**config.mk**
```make
export PLATFORM = sky130hd
export DESIGN_NAME = adc_frame_align
export DESIGN_NICKNAME = d
export VERILOG_FILES = /design/src/rtl/adc_pkg.sv /design/src/rtl/adc_sample_pack.sv /design/src/rtl/adc_frame_align.sv
export SDC_FILE = /design/constraint.sdc
export NUM_CORES = 1
export LEC_CHECK = 0
export BUFFER_PORTS_ARGS = -buffer_cell sky130_fd_sc_hd__buf_2
export CORE_MARGIN = 4
export CORE_UTILIZATION = 49
export DETAILED_ROUTE_END_ITERATION = 12
export MAX_ROUTING_LAYER = met4
export PLACE_DENSITY = 0.86
export SYNTH_ARGS = -nofsm -noshare
export SYNTH_HDL_FRONTEND = slang
export SYNTH_SLANG_ARGS = --single-unit
```
**constraint.sdc**
```tcl
create_clock -name clk -period 3.1 [get_ports clk]
set_input_delay 0.62 -clock clk [delete_from_list [all_inputs] [get_ports clk]]
set_output_delay 0.62 -clock clk [all_outputs]
set_load 0.02 [all_outputs]
```
**src/rtl/adc_pkg.sv**
```systemverilog
// rtl/adc_pkg.sv - shared types and constants for the ADC frame-alignment stage
package adc_pkg;

  typedef enum logic [1:0] {
    ST_SLIP,
    ST_SETTLE,
    ST_CHECK,
    ST_LOCKED
  } align_state_e;

  localparam logic [6:0] DEFAULT_FRAME_PATTERN = 7'b1111000;
  localparam int         OUT_SAMPLE_W          = 16;

endpackage

```
**src/rtl/adc_sample_pack.sv**
```systemverilog
// rtl/adc_sample_pack.sv - one channel: extend a SAMPLE_W sample to 16 bits
// ADC_FRAME_ALIGN_SIGN_EXT_EN selects sign extension; otherwise the sample is zero-padded.
module adc_sample_pack
  import adc_pkg::*;
#(
  parameter int SAMPLE_W = 14
) (
  input  logic [SAMPLE_W-1:0]     sample_in,
  output logic [OUT_SAMPLE_W-1:0] sample_out
);

`ifdef ADC_FRAME_ALIGN_SIGN_EXT_EN
  assign sample_out = OUT_SAMPLE_W'($signed(sample_in));
`else
  assign sample_out = OUT_SAMPLE_W'(sample_in);
`endif

endmodule

```
**src/rtl/adc_frame_align.sv**
```systemverilog
// rtl/adc_frame_align.sv - LVDS ADC frame lock FSM, bitslip control and sample packing
// ADC_FRAME_ALIGN_SIGN_EXT_EN (in adc_sample_pack) picks sign extension over zero padding.
module adc_frame_align
  import adc_pkg::*;
#(
  parameter int                 NUM_CH        = 2,
  parameter int                 SAMPLE_W      = 14,
  parameter int                 FRAME_W       = 7,
  parameter logic [FRAME_W-1:0] FRAME_PATTERN = FRAME_W'(DEFAULT_FRAME_PATTERN),
  parameter int                 LOCK_COUNT    = 16,
  parameter int                 LOSS_COUNT    = 4,
  parameter int                 SETTLE_CYCLES = 3
) (
  input  logic                         clk,
  input  logic                         reset,
  input  logic                         din_valid,
  input  logic [NUM_CH*SAMPLE_W-1:0]   din,
  input  logic [FRAME_W-1:0]           frame_in,
  output logic                         bitslip,
  output logic                         locked,
  output logic                         sample_valid,
  output logic [NUM_CH*OUT_SAMPLE_W-1:0] data_out,
  output logic                         slip_wrap,
  output logic [15:0]                  frame_err_cnt
);

  localparam int GOOD_W = $clog2(LOCK_COUNT + 1);
  localparam int BAD_W  = $clog2(LOSS_COUNT + 1);
  localparam int SLIP_W = (FRAME_W < 2) ? 1 : $clog2(FRAME_W);
  localparam int SET_W  = (SETTLE_CYCLES < 1) ? 1 : $clog2(SETTLE_CYCLES + 1);

  align_state_e state_q, state_d;
  logic [SLIP_W-1:0] slip_cnt_q, slip_cnt_d;
  logic [SET_W-1:0]  settle_cnt_q, settle_cnt_d;
  logic [GOOD_W-1:0] good_cnt_q, good_cnt_d;
  logic [BAD_W-1:0]  bad_cnt_q, bad_cnt_d;
  logic              bitslip_q, bitslip_d;
  logic              locked_q, locked_d;
  logic              sample_valid_q, sample_valid_d;
  logic              slip_wrap_q, slip_wrap_d;
  logic [15:0]       frame_err_cnt_q, frame_err_cnt_d;
  logic [NUM_CH*OUT_SAMPLE_W-1:0] data_q, data_d;
  logic [NUM_CH*OUT_SAMPLE_W-1:0] packed_w;
  logic              match;

  assign match = din_valid && (frame_in == FRAME_PATTERN);

  for (genvar k = 0; k < NUM_CH; k++) begin : g_ch
    adc_sample_pack #(.SAMPLE_W(SAMPLE_W)) u_pack (
      .sample_in  (din[k*SAMPLE_W +: SAMPLE_W]),
      .sample_out (packed_w[k*OUT_SAMPLE_W +: OUT_SAMPLE_W])
    );
  end

  always_comb begin
    state_d         = state_q;
    slip_cnt_d      = slip_cnt_q;
    settle_cnt_d    = settle_cnt_q;
    good_cnt_d      = good_cnt_q;
    bad_cnt_d       = bad_cnt_q;
    bitslip_d       = 1'b0;
    locked_d        = locked_q;
    slip_wrap_d     = slip_wrap_q;
    frame_err_cnt_d = frame_err_cnt_q;
    sample_valid_d  = locked_q && match;
    data_d          = sample_valid_d ? packed_w : data_q;

    case (state_q)
      // SLIP fires regardless of din_valid so the first pulse follows reset immediately.
      ST_SLIP: begin
        bitslip_d    = 1'b1;
        settle_cnt_d = '0;
        good_cnt_d   = '0;
        bad_cnt_d    = '0;
        if (slip_cnt_q == SLIP_W'(FRAME_W - 1)) begin
          slip_cnt_d  = '0;
          slip_wrap_d = 1'b1;
        end else begin
          slip_cnt_d = slip_cnt_q + SLIP_W'(1);
        end
        state_d = (SETTLE_CYCLES == 0) ? ST_CHECK : ST_SETTLE;
      end
      ST_SETTLE: begin
        if (din_valid) begin
          if (settle_cnt_q + SET_W'(1) == SET_W'(SETTLE_CYCLES)) begin
            settle_cnt_d = '0;
            state_d      = ST_CHECK;
          end else begin
            settle_cnt_d = settle_cnt_q + SET_W'(1);
          end
        end
      end
      ST_CHECK: begin
        if (din_valid) begin
          if (match) begin
            if (good_cnt_q + GOOD_W'(1) == GOOD_W'(LOCK_COUNT)) begin
              good_cnt_d = '0;
              bad_cnt_d  = '0;
              locked_d   = 1'b1;
              state_d    = ST_LOCKED;
            end else begin
              good_cnt_d = good_cnt_q + GOOD_W'(1);
            end
          end else begin
            good_cnt_d = '0;
            state_d    = ST_SLIP;
          end
        end
      end
      ST_LOCKED: begin
        if (din_valid) begin
          if (match) begin
            bad_cnt_d = '0;
          end else begin
            if (frame_err_cnt_q != 16'hFFFF) frame_err_cnt_d = frame_err_cnt_q + 16'd1;
            if (bad_cnt_q + BAD_W'(1) == BAD_W'(LOSS_COUNT)) begin
              bad_cnt_d = '0;
              locked_d  = 1'b0;
              state_d   = ST_SLIP;
            end else begin
              bad_cnt_d = bad_cnt_q + BAD_W'(1);
            end
          end
        end
      end
      default: state_d = ST_SLIP;
    endcase
  end

  always_ff @(posedge clk) begin
    if (reset) begin
      state_q         <= ST_SLIP;
      slip_cnt_q      <= '0;
      settle_cnt_q    <= '0;
      good_cnt_q      <= '0;
      bad_cnt_q       <= '0;
      bitslip_q       <= 1'b0;
      locked_q        <= 1'b0;
      sample_valid_q  <= 1'b0;
      slip_wrap_q     <= 1'b0;
      frame_err_cnt_q <= '0;
      data_q          <= '0;
    end else begin
      state_q         <= state_d;
      slip_cnt_q      <= slip_cnt_d;
      settle_cnt_q    <= settle_cnt_d;
      good_cnt_q      <= good_cnt_d;
      bad_cnt_q       <= bad_cnt_d;
      bitslip_q       <= bitslip_d;
      locked_q        <= locked_d;
      sample_valid_q  <= sample_valid_d;
      slip_wrap_q     <= slip_wrap_d;
      frame_err_cnt_q <= frame_err_cnt_d;
      data_q          <= data_d;
    end
  end

  // Reset must kill an in-flight pulse immediately, not one clock later.
  assign bitslip       = bitslip_q & ~reset;
  assign locked        = locked_q;
  assign sample_valid  = sample_valid_q;
  assign data_out      = data_q;
  assign slip_wrap     = slip_wrap_q;
  assign frame_err_cnt = frame_err_cnt_q;

endmodule

```
Word level (Yosys, flattened, before mapping)
Index checks and enable logic that the tools add are counted.
- register bits: 63
- input port bits: 38
- output and inout bits: 52
- word-level logic and storage cells: 83
- add/subtract/negate cells: 5
- eq/ne operators: 18
- muxes and demuxes: 32
- bitwise operators: 3
- reductions and logical operators: 14
- operators by type and width (operator ; number):
    3-bit 2-to-1 mux ; 7
    2-bit 2-to-1 mux ; 10
    16-bit by 1-bit adder with 16-bit output (second input constant) ; 1
    16-bit != test (second input constant) ; 1
    2-bit != test (second input constant) ; 8
    5-bit 2-to-1 mux ; 3
    7-bit AND reduction ; 2
    5-bit case mux with 2 select lines ; 1
    3-bit case mux with 3 select lines ; 1
    2-bit case mux with 4 select lines ; 1
    7-bit == test (second input constant) ; 1
    1-bit 2-to-1 mux ; 7
    3-bit by 1-bit adder with 3-bit output (second input constant) ; 2
    2-bit == test (second input constant) ; 3
    3-bit == test (second input constant) ; 2
    2-bit AND reduction ; 3
    2-bit nonzero test ; 3
    5-bit by 1-bit adder with 5-bit output (second input constant) ; 1
    5-bit == test (second input constant) ; 1
    5-bit AND reduction ; 1
    2-bit case mux with 2 select lines ; 1
    4-bit AND reduction ; 1
    3-bit != test (second input constant) ; 1
    3-bit nonzero test ; 1
    other kinds (7) ; 9

Longest topological paths before layout
- depth in word-level cells: 6
- mapped depth: 7
- mapped depth without buffers: 6

Modules after synthesis
Synthesis repeated with hierarchy kept, for this count alone.
- cell total of the unflattened synthesis: 389
- area total of the unflattened synthesis: 3163.0 sq um
- by module, submodules not included (module ; instances ; cells an instance ; area each (sq um) ; sequential area each (sq um)):
    adc_frame_align ; 1 ; 355 ; 2915.3 ; 1341.3
    adc_sample_pack ; 2 ; 17 ; 123.9 ; 0.0

Least setup slack after synthesis
OpenSTA, ideal clock, no wires.
- path kind: input to register
- from: input frame_in[6]
- to: register frame_err_cnt_q[12] (netlist: frame_err_cnt[12])
- setup time: 0.121 ns
- data arrival time: 1.801 ns
- setup slack: 1.177 ns
- cell stages on the path: 7
- path buffers: 2
- path through: and4_4 -> buf_6 -> a21oi_4 -> o21ai_2 -> buf_6 -> nor4_2 -> mux2_4
- word-level cells in the longest chain between the ends: 4
- RTL lines (what ; line ; text):
    from (decl) ; adc_frame_align.sv:18 ; input logic [FRAME_W-1:0] frame_in,
    7-bit == test ; adc_frame_align.sv:46 ; assign match = din_valid && (frame_in == FRAME_PATTERN);
    1-bit logical AND ; adc_frame_align.sv:46 ;
    1-bit NOT (no line) ; -- ;
    4-bit AND reduction (no line) ; -- ;
    to (signal assigned) ; adc_frame_align.sv:153 ; frame_err_cnt_q <= frame_err_cnt_d;
    to (decl) ; adc_frame_align.sv:41 ; logic [15:0] frame_err_cnt_q, frame_err_cnt_d;
No other way between the ends.
A chain may end at the register's enable or synchronous reset.

Final worst setup path
- from: register state_q[0]
- to: register frame_err_cnt_q[12] (netlist: frame_err_cnt[12])
- word-level cells in the longest chain between the ends: 2
- RTL lines (what ; line ; text):
    from (decl) ; adc_frame_align.sv:32 ; align_state_e state_q, state_d;
    from (signal assigned) ; adc_frame_align.sv:144 ; state_q <= state_d;
    2-bit == test ; adc_frame_align.sv:68 ; case (state_q)
    4-bit AND reduction (no line) ; -- ;
No other way between the ends.

==> run metrics <==
final-report max-slew violation count 0; initial cell density of the core 51.4%; global-route wire length before repair approximately 11000 um; final hold violation count 0; setup tns final 0 ns; depth of the worst register-to-register path 5; arrival time at the worst endpoint 2.28 ns; fraction of the cycle the final worst path needs between 60% and 70%; cell area after synthesis approximately 2900 um^2; biggest area consumer among synthesized cells dfxtp_1; worst hold margin 0.451 ns; highest net fanout along the worst path 15; share of synthesized area occupied by flip-flops and latches between 40% and 50%; total power divided by cell area 428 nW/um^2; total number of clock tree sinks between 60 and 70; kind of critical path flop to flop; HPWL Detailed approximately 5000 um; number of nets in the layout roughly 460; Storage cell area 1260 um^2; layout cells sized above 1 a little over a quarter; RSZ-0062 raised after global routing no; TritonCTS clock tree built; post-DR wirelength/cell 13.9 um; root buffer cell clkbuf_8; Synth Area per Inst around 8.5 um^2; time the final worst path needs with I/O delays and setup roughly 2.1 ns; average via count per standard cell 5.31; clock-pin transition on the worst setup and hold timing paths ~0.07 ns; Post-CTS Hold Fix Bufs 0; most frequent standard cell in the layout excluding fill and tap cells buf_2; Yosys cell types between 50 and 60; EDFF count, synth 0; overall die area between 7000 and 8000 um^2; cell row count 27; worst hold path class flop to flop; DRC errors left 0; filler instances 504; maximum number of pins on one net before global-route repair 32; Critical Path End Type flop; yosys warns 0; number of antenna violations at the first check in global routing 0; routed wire length 6900 um; number of H-tree branching levels 3; total congestion overflow 0; Floorplan Core Area between 5000 and 6000 um^2; via count of the first global-routing pass 2496; width of the die approximately 84 um; maximum buffer depth of the clock tree 2; top routing layer used met4; top-area cell type share of the netlist area a little over two fifths; worst clock skew 0.00946 ns; standby leakage power approximately 1.4 nW; via count 2627; final antenna-violating net count 0; Worst Setup Start Kind flop; Reg-to-Reg Start state_q[0]; drt first-iter violations 156; Tot GR Track Use 20.3%; flops & latches, synth between 60 and 70; post-place instance area ~3300 um^2; num ports 90; commonest cells after routing, fill and taps aside buf_2, nand2_1, dfxtp_1; routability cong. slightly below 0.8; worst-case vdd ir drop 0.216 mV; Hold Path Depth 2; met1 WL 2870 um; die span in y between 80 and 90 um; Top FF cell, synth dfxtp_1; Worst Min Path Start data_out[0]; Gates resized, CTS repair 0; destination of the worst hold path data_out[0]; status complete, no violations; routed length on met2 about 3500 um; synthesized instance count roughly 340; final std cell area, no fill approximately 3400 um^2; number of buffers inserted to repair setup after CTS 0; number of max-cap violations 0; R2R Path End frame_err_cnt[12]; CTS Buf Count 9; Initial DRT Pass Iterations 4; Antenna Cells 0; required time of the critical path 3.32 ns; clock insertion delay at the later pin of the skew report about 0.32 ns; number of buffers inserted by port buffering 85; layout-stage area growth over the synthesis result 20.1%; proportion of register bits with asynchronous set or reset after synthesis 0%; final setup vio count 0; relative max-transition margin roughly three fifths; Slew @ Worst Pin between 0.5 and 0.6 ns; met3 routed wirelength around 340 um; Multi-input gate area roughly 1500 um^2; reg-to-reg slack, setup ~1.0 ns; cell types occupying the most area after synthesis dfxtp_1, nand2_1, a21oi_1; achievable clock frequency 484 MHz
worst max-delay path by stage:
stage	start	end	depth (start not counted)	slack [ns]
floorplan	frame_in[6]	frame_err_cnt[12]	7	1.18
global placement	frame_in[1]	data_out[28]	6	0.98
detailed placement	frame_in[1]	data_out[21]	6	0.93
CTS	state_q[0]	frame_err_cnt[12]	5	1.06
global route	state_q[0]	frame_err_cnt[12]	5	0.86
finish	state_q[0]	frame_err_cnt[12]	5	1.03
layout make-up:
class	count	area share (%)
multi-input combinational	253	42.8
sequential	63	36.6
timing repair buffer	87	12.8
clock buffer	14	4.43
tap	72	2.62
inverter	5	0.545
clock inverter	1	0.145
per-layer routing:
layer	up-vias	GRT usage, %
li1	1329	-
met1	1210	23.5
met2	75	33.5
met3	13	3.83
met4	0	9.93
met5	-	-
cell usage after synthesis (3+ instances only):
master and number:
or4_1 3, buf_4 5, o21a_1 3, xor2_1 9, nor2b_1 6, dfxtp_1 63
ha_1 4, nor2_1 27, o211ai_1 3, nand3_1 4, xnor2_1 3, inv_1 5
a21oi_1 41, and3_1 5, nor3_1 5, mux2i_1 3, buf_6 3, clkbuf_1 9
nand4_1 5, o2111ai_1 3, nand2_1 75, buf_2 3, o21ai_0 8
sequential cells by signal (all words and copies together), names as in the netlist:
name,flops
state_q,2
frame_err_cnt,16
locked,1
data_out,28
bad_cnt_q,3
sample_valid,1
good_cnt_q,5
bitslip_q,1
settle_cnt_q,2
slip_cnt_q,3
slip_wrap,1
cells by family after synthesis:
kind of cell / synth area share [%]
and+or+nand+nor: 25.9
adders and majority gates: 1.75
other: 0.131
muxes: 1.57
buffers and inverters: 4.98
AOI/OAI and AO/OA: 18.0
DFF: 44.0
xor gates and xnor gates: 3.67
power breakdown:
group / switching, mW / total, mW / internal [mW]
Clock: 0.281 / 0.589 / 0.308
Combinational: 0.0390 / 0.0653 / 0.0262
Sequential: 0.00668 / 0.821 / 0.814
per-stage QoR:
step	utilization, %	power, mW	setup slack [ns]	instances
2_1_floorplan	-	0.876	1.18	342
3_3_place_gp	58.9	0.903	0.985	480
3_5_place_dp	58.9	0.903	0.925	480
4_1_cts	61.8	1.49	1.06	495
5_1_grt	61.8	1.54	0.861	495
6_report	61.8	1.47	1.03	495
critical path: stages (launching register included):
cell     delay (ns)
dfxtp_1        0.66
nand3_2        0.20
a21oi_4        0.29
o21ai_2        0.22
nor4_2         0.27
mux2_4         0.33
Power figures use the tool's default switching activity.
